$ cat src/rtl/mem_pkg.sv
// Shared definitions for the data-memory access path: opcodes, FSM encoding
// and opcode classification helpers.
package mem_pkg;

  localparam logic [5:0] LW  = 6'b100011;
  localparam logic [5:0] LB  = 6'b100000;
  localparam logic [5:0] LBU = 6'b100100;
  localparam logic [5:0] SW  = 6'b101011;
  localparam logic [5:0] SB  = 6'b101000;

  typedef enum logic [1:0] {
    IDLE = 2'd0,
    REQ  = 2'd1,
    DONE = 2'd2
  } state_t;

  function automatic logic is_load(input logic [5:0] op);
    return (op == LW) || (op == LB) || (op == LBU);
  endfunction

  function automatic logic is_store(input logic [5:0] op);
    return (op == SW) || (op == SB);
  endfunction

  function automatic logic is_byte(input logic [5:0] op);
    return (op == LB) || (op == LBU) || (op == SB);
  endfunction

endpackage

$ cat src/rtl/mem_access_unit_if.sv
// Data-memory bus between the access unit (master) and memory (slave):
// a held request completed by a single-cycle ack carrying read data.
interface mem_bus_if #(
  parameter int ADDR_W = 32,
  parameter int DATA_W = 32
);
  logic              req;
  logic              we;
  logic [ADDR_W-1:0] addr;
  logic [DATA_W-1:0] wdata;
  logic [3:0]        be;
  logic              ack;
  logic [DATA_W-1:0] rdata;

  modport master (output req, we, addr, wdata, be, input ack, rdata);
  modport slave  (input req, we, addr, wdata, be, output ack, rdata);
endinterface

$ cat src/rtl/mem_access_unit_load_align.sv
// Picks the addressed byte lane out of a read word and sign/zero extends it;
// non-load opcodes produce zero.
module load_align
  import mem_pkg::*;
(
  input  logic [5:0]  opcode,
  input  logic [1:0]  byte_sel,
  input  logic [31:0] word,
  output logic [31:0] result
);

  logic [7:0] lane;

  always_comb begin
    lane = word[{byte_sel, 3'b000} +: 8];
  end

  always_comb begin
    result = '0;
    case (opcode)
      LW:      result = word;
      LB:      result = {{24{lane[7]}}, lane};
      LBU:     result = {24'h0, lane};
      default: result = '0;
    endcase
  end

endmodule

$ cat src/rtl/mem_access_unit.sv
// Services a stalled MEM-stage load/store over the req/ack bus and pulses done_o.
// Build option MEM_TIMEOUT_EN: abort an unacknowledged request after TIMEOUT cycles.
module mem_access_unit
  import mem_pkg::*;
#(
  parameter int ADDR_W  = 32,
  parameter int DATA_W  = 32,
  parameter int TIMEOUT = 16
) (
  input  logic              clk,
  input  logic              rst,
  input  logic              mem_valid_i,
  input  logic [5:0]        mem_opcode_i,
  input  logic [ADDR_W-1:0] mem_addr_i,
  input  logic [DATA_W-1:0] mem_wdata_i,
  output logic              done_o,
  output logic [DATA_W-1:0] rdata_o,
  output logic              err_o,
  output logic              busy_o,
  mem_bus_if.master         bus
);

  state_t            state_q, state_d;
  logic [5:0]        op_q;
  logic [ADDR_W-1:0] addr_q;
  logic [DATA_W-1:0] wdata_q;
  logic [DATA_W-1:0] rdata_q;
  logic              err_q;
  logic [DATA_W-1:0] aligned;
  logic              capture;
  logic              misalign;
  logic              timeout_hit;
  logic              in_req;

  assign capture  = (state_q == IDLE) && mem_valid_i &&
                    (is_load(mem_opcode_i) || is_store(mem_opcode_i));
  assign misalign = !is_byte(mem_opcode_i) && (mem_addr_i[1:0] != 2'b00);
  assign in_req   = (state_q == REQ);

`ifdef MEM_TIMEOUT_EN
  localparam int CNT_W = (TIMEOUT > 1) ? $clog2(TIMEOUT) : 1;
  logic [CNT_W-1:0] cnt_q;

  always_ff @(posedge clk or posedge rst) begin
    if (rst)                 cnt_q <= '0;
    else if (!in_req)        cnt_q <= '0;
    else if (!bus.ack)       cnt_q <= cnt_q + 1'b1;
  end
`endif

  always_comb begin
    state_d     = state_q;
    timeout_hit = 1'b0;
    case (state_q)
      IDLE: if (capture) state_d = misalign ? DONE : REQ;
      REQ: begin
        if (bus.ack) begin
          state_d = DONE;
`ifdef MEM_TIMEOUT_EN
        end else if (cnt_q == CNT_W'(TIMEOUT - 1)) begin
          // ack on this same edge would have taken the branch above
          state_d     = DONE;
          timeout_hit = 1'b1;
`endif
        end
      end
      DONE:    state_d = IDLE;
      default: state_d = IDLE;
    endcase
  end

  always_ff @(posedge clk or posedge rst) begin
    if (rst) begin
      state_q <= IDLE;
      op_q    <= '0;
      addr_q  <= '0;
      wdata_q <= '0;
      rdata_q <= '0;
      err_q   <= 1'b0;
    end else begin
      state_q <= state_d;
      if (capture) begin
        op_q    <= mem_opcode_i;
        addr_q  <= mem_addr_i;
        wdata_q <= mem_wdata_i;
        rdata_q <= '0;
        err_q   <= misalign;
      end
      if (in_req && bus.ack) rdata_q <= aligned;
      if (timeout_hit)       err_q   <= 1'b1;
    end
  end

  load_align u_load_align (
    .opcode   (op_q),
    .byte_sel (addr_q[1:0]),
    .word     (bus.rdata),
    .result   (aligned)
  );

  // Bus fields are held from the captured request and forced to zero outside REQ.
  assign bus.req   = in_req;
  assign bus.we    = in_req && is_store(op_q);
  assign bus.addr  = in_req ? {addr_q[ADDR_W-1:2], 2'b00} : '0;
  assign bus.wdata = !in_req      ? '0 :
                     (op_q == SB) ? {4{wdata_q[7:0]}} : wdata_q;
  assign bus.be    = !in_req       ? 4'b0000 :
                     is_byte(op_q) ? (4'b0001 << addr_q[1:0]) : 4'b1111;

  assign busy_o  = (state_q != IDLE);
  assign done_o  = (state_q == DONE);
  assign err_o   = done_o && err_q;
  assign rdata_o = (done_o && !err_q) ? rdata_q : '0;

endmodule

$ cat src/flat_wrapper.sv
// flat-port wrapper written by rule: the top's interface ports become plain ports
module mem_access_unit_flat import mem_pkg::*;
#(
  parameter int ADDR_W  = 32,
  parameter int DATA_W  = 32,
  parameter int TIMEOUT = 16
)
  (clk, rst, mem_valid_i, mem_opcode_i, mem_addr_i, mem_wdata_i, done_o, rdata_o, err_o, busy_o, bus_req, bus_we, bus_addr, bus_wdata, bus_be, bus_ack, bus_rdata);
  mem_bus_if #(.ADDR_W(ADDR_W), .DATA_W(DATA_W)) bus_i ();
  input  logic clk;
  input  logic rst;
  input  logic mem_valid_i;
  input  logic [5:0] mem_opcode_i;
  input  logic [ADDR_W-1:0] mem_addr_i;
  input  logic [DATA_W-1:0] mem_wdata_i;
  output logic done_o;
  output logic [DATA_W-1:0] rdata_o;
  output logic err_o;
  output logic busy_o;
  output wire logic [$bits(bus_i.req)-1:0] bus_req;
  output wire logic [$bits(bus_i.we)-1:0] bus_we;
  output wire logic [$bits(bus_i.addr)-1:0] bus_addr;
  output wire logic [$bits(bus_i.wdata)-1:0] bus_wdata;
  output wire logic [$bits(bus_i.be)-1:0] bus_be;
  input wire logic [$bits(bus_i.ack)-1:0] bus_ack;
  input wire logic [$bits(bus_i.rdata)-1:0] bus_rdata;
  assign bus_req = bus_i.req;
  assign bus_we = bus_i.we;
  assign bus_addr = bus_i.addr;
  assign bus_wdata = bus_i.wdata;
  assign bus_be = bus_i.be;
  assign bus_i.ack = bus_ack;
  assign bus_i.rdata = bus_rdata;
  mem_access_unit #(.ADDR_W(ADDR_W), .DATA_W(DATA_W), .TIMEOUT(TIMEOUT)) u_core (.clk(clk), .rst(rst), .mem_valid_i(mem_valid_i), .mem_opcode_i(mem_opcode_i), .mem_addr_i(mem_addr_i), .mem_wdata_i(mem_wdata_i), .done_o(done_o), .rdata_o(rdata_o), .err_o(err_o), .busy_o(busy_o), .bus(bus_i));
endmodule
$ cat config.mk
export PLATFORM = sky130hd
export DESIGN_NAME = mem_access_unit_flat
export DESIGN_NICKNAME = d
export VERILOG_FILES = /design/src/rtl/mem_pkg.sv /design/src/rtl/mem_access_unit_if.sv /design/src/rtl/mem_access_unit_load_align.sv /design/src/rtl/mem_access_unit.sv /design/src/flat_wrapper.sv
export SDC_FILE = /design/constraint.sdc
export NUM_CORES = 1
export LEC_CHECK = 0
export ABC_AREA = 1
export CAP_MARGIN = 10
export CORE_ASPECT_RATIO = 0.9
export CORE_MARGIN = 2
export CORE_UTILIZATION = 30
export DETAILED_ROUTE_END_ITERATION = 16
export SYNTH_ARGS = -nofsm -noshare
export SYNTH_HDL_FRONTEND = slang
export SYNTH_SLANG_ARGS = --single-unit
$ cat constraint.sdc
create_clock -name clk -period 4.54 [get_ports clk]
set_input_delay 0.908 -clock clk [delete_from_list [all_inputs] [get_ports clk]]
set_output_delay 0.908 -clock clk [all_outputs]
set_load 0.01 [all_outputs]
==> insert_results.sql <==
INSERT INTO impl_metrics (metric_group, metric, value, unit) VALUES
('outcome', 'status', 'finished, final reports clean', ''),
('logic_synthesis', 'synth.ff_latch_count', '105', ''),
('min_path', 'worstHoldStart', 'u_core.wdata_q[10]$_DFFE_PP0P_', ''),
('final_layout', 'layout-area-overhead-vs-synth', '41.9', '%'),
('floorplan', 'core_area', '19300', 'um2'),
('floorplan', 'die_y', '138', 'um'),
('floorplan', 'pin_count', '211', ''),
('logic_synthesis', 'syn_inst', '897', ''),
('logic_synthesis', 'avgSynthCellArea', '6.62', 'um2'),
('sta', 'drv_slew', '0', ''),
('setup_path', 'critPathMaxFanout', '32', ''),
('logic_synthesis', 'synth.lib_cells_used.distinct', '20', ''),
('power', 'worst_ir_drop_vdd', '0.000161', 'V'),
('power', 'power.share.sequential', '44.5', '%'),
('sta', 'maxClockFrequency', '300', 'MHz'),
('sta', 'fin_crit_sh', '73.5', '%'),
('detailed_routing', 'routed_wire_length_per_instance', '14.3', 'um'),
('floorplan', 'initial_util', '30.8', '%'),
('clock_network', 'clk_pin_slew_worst_paths', '80', 'ps'),
('place', 'inst_count_dp', '1309', ''),
('final_layout', 'commonest_non_fill_non_tap_cell_in_the_layout', 'nand2_1', ''),
('clock_network', 'htree_levels', '3', ''),
('final_layout', 'seqCellArea', '2630', 'um2'),
('final_layout', 'highest_count_cells_in_the_layout_ignoring_fill_and_taps', 'nand2_1, clkdlybuf4s50_1, inv_1, nand3_1, dfrtp_1', ''),
('detailed_routing', 'drt_drc_violations_left', '0', ''),
('detailed_routing', 'drtIter0Drc', '368', ''),
('clock_network', 'cts_sinks', '105', ''),
('global_route', 'grt_pass1_vias', '5463', ''),
('logic_synthesis', 'synth.yosys.warnings', '0', ''),
('sta', 'max_slew.worst_pin.slew', '1120', 'ps'),
('setup_path', 'critPathLaunchType', 'flop', ''),
('final_layout', 'layout.nets', '1176', ''),
('sta', 'unrepaired_setup_endpoints_after_global_routing', 'no', ''),
('power', 'p_leak', '4.25', 'nW'),
('sta', 'total_count_of_hold_check_failures_in_the_final_report', '0', ''),
('power', 'clkPwrFrac', '31.0', '%'),
('final_layout', 'final.fill_count', '2006', ''),
('setup_path', 'crit_start', 'u_core.state_q[0]$_DFFE_PP0P_', ''),
('sta', 'timing.setup.tns', '0', 'ps'),
('final_layout', 'antenna_cells', '0', ''),
('sta', 'setup_viol', '0', ''),
('place', 'finalWeightedCongestion', '0.804', ''),
('global_route', 'grt_use_total', '18.1', '%'),
('clock_network', 'cts-resized-gates', '0', ''),
('clock_network', 'cts.hold.buffers_added', '0', ''),
('floorplan', 'fp.dieArea', '21000', 'um2'),
('clock_network', 'clock-root-buffer', 'clkbuf_16', ''),
('setup_path', 'worstSetupEndpointType', 'output pin', ''),
('global_route', 'grt-ovfl-total', '0', ''),
('final_layout', 'layoutNonFillerInstCount', '1325', ''),
('min_path', 'min-delay-path-class', 'reg -> reg', ''),
('clock_network', 'cts.path.max_buffers', '2', ''),
('detailed_routing', 'postRouteAntennaNets', '0', ''),
('power', 'power.share.combinational', '24.5', '%'),
('global_route', 'global_route_wire_length_before_repair', '30.2', 'mm'),
('setup_path', 'critical_path_class', 'reg -> out', ''),
('sta', 'fin_worst_hold_slack', '473', 'ps'),
('setup_path', 'timing.critical_path.arrival', '2430', 'ps'),
('sta', 'min_cycle_time_layout', '3340', 'ps'),
('power', 'power_density_of_the_placed_cells', '333', 'nW/um2'),
('detailed_routing', 'routed_via_density', '4.45', ''),
('floorplan', 'rows', '48', ''),
('final_layout', 'multi_input_comb_area', '2540', 'um2'),
('logic_synthesis', 'ys_seq_area_share', '44.2', '%'),
('power', 'internal_power', '0.00185', 'W'),
('final_layout', 'finish.utilization', '43.7', '%'),
('clock_network', 'cts.repair_timing.setup_buffer_count', '0', ''),
('clock_network', 'insertion_delay', '370', 'ps'),
('detailed_routing', 'wl', '19.0', 'mm'),
('global_route', 'pin_count_of_the_biggest_net_entering_global_routing', '82', ''),
('final_layout', 'drive_gt1_share', '4.00', '%');
-- critical path, stage by stage (launching register included) --
cell             delay (ps)
dfrtp_1                 440
nor2_1                  160
nand2_1                 590
nor2_1                  310
clkdlybuf4s50_1         570
-- worst paths after layout --
path                       slack [ps]  depth (start not counted)                              to
setup / recovery                 1200                          4                     rdata_o[26]
hold / removal                    470                          2  u_core.wdata_q[10]$_DFFE_PP0P_
setup reg to reg                 1880                          6   u_core.rdata_q[7]$_DFFE_PP0P_
hold reg to reg                   470                          2  u_core.wdata_q[10]$_DFFE_PP0P_
max in group asynchronous        2550                          3    u_core.addr_q[7]$_DFFE_PP0P_
min in group asynchronous        1150                          2  u_core.wdata_q[18]$_DFFE_PP0P_
-- routing by layer --
metal	part of all wire, %	vias up	global-route usage, %
met5	0	-	0
met4	1.9	0	5.76
met3	5.6	20	3.87
met2	45	163	27.3
met1	47	2679	26.0
li1	-	3029	-
-- metrics by stage --
stage / setup slack (ps) / instance area (um2) / power [W]
after floorplan: 871 / 5950 / 0.00171
after global placement: 1560 / 8100 / 0.00195
after detailed placement: 1550 / 8100 / 0.00195
after CTS: 1140 / 8430 / 0.00284
after global routing: 970 / 8430 / 0.00301
final: 1200 / 8430 / 0.00280
-- cells in the mapped netlist --
| master | instances | area, um2 |
|---|---|---|
| a21oi_1 | 27 | 135 |
| nor3_1 | 1 | 5.00 |
| nand3_1 | 108 | 541 |
| buf_4 | 13 | 97.6 |
| dfrtp_1 | 105 | 2630 |
| buf_2 | 20 | 100 |
| buf_1 | 6 | 22.5 |
| inv_2 | 8 | 30.0 |
| nor2_1 | 85 | 319 |
| nand2_2 | 4 | 25.0 |
| inv_1 | 114 | 428 |
| nor2_2 | 2 | 12.5 |
| conb_1 | 1 | 3.75 |
| nor3_4 | 1 | 16.3 |
| buf_6 | 6 | 67.6 |
| clkbuf_1 | 10 | 37.5 |
| nand3_2 | 1 | 10.0 |
| nand2_1 | 375 | 1410 |
| nor2_4 | 1 | 11.3 |
| o21ai_0 | 9 | 45.0 |
-- layout make-up --
type                            count  share of cell area [%]
Tap cell                          250                    3.71
Sequential cell                   105                    31.2
Clock buffer                        9                    2.67
Inverter                          122                    5.46
Timing Repair Buffer              216                    25.6
Clock inverter                      7                    1.28
Multi-Input combinational cell    616                    30.2
-- power groups by stage --
stage | Clock (W) | Combinational, W | Sequential (W)
global placement | 0 | 0.000687 | 0.00126
global route | 0.000930 | 0.000802 | 0.00128
detailed placement | 0 | 0.000693 | 0.00126
CTS | 0.000893 | 0.000695 | 0.00125
floorplan | 0 | 0.000483 | 0.00122
finish | 0.000869 | 0.000687 | 0.00125
-- registers in the layout, indices dropped and copies added, names as in the netlist --
name            cells
u_core.addr_q      32
u_core.err_q        1
u_core.op_q         6
u_core.rdata_q     32
u_core.state_q      2
u_core.wdata_q     32
-- cells by family after synthesis --
family / synth area share [%]
flip-flops: 44.2
other: 0.0631
AND/OR/NAND/NOR: 39.5
buffers and inverters: 13.2
AO/OA/AOI/OAI: 3.03
(Power assumes the default switching activity.)
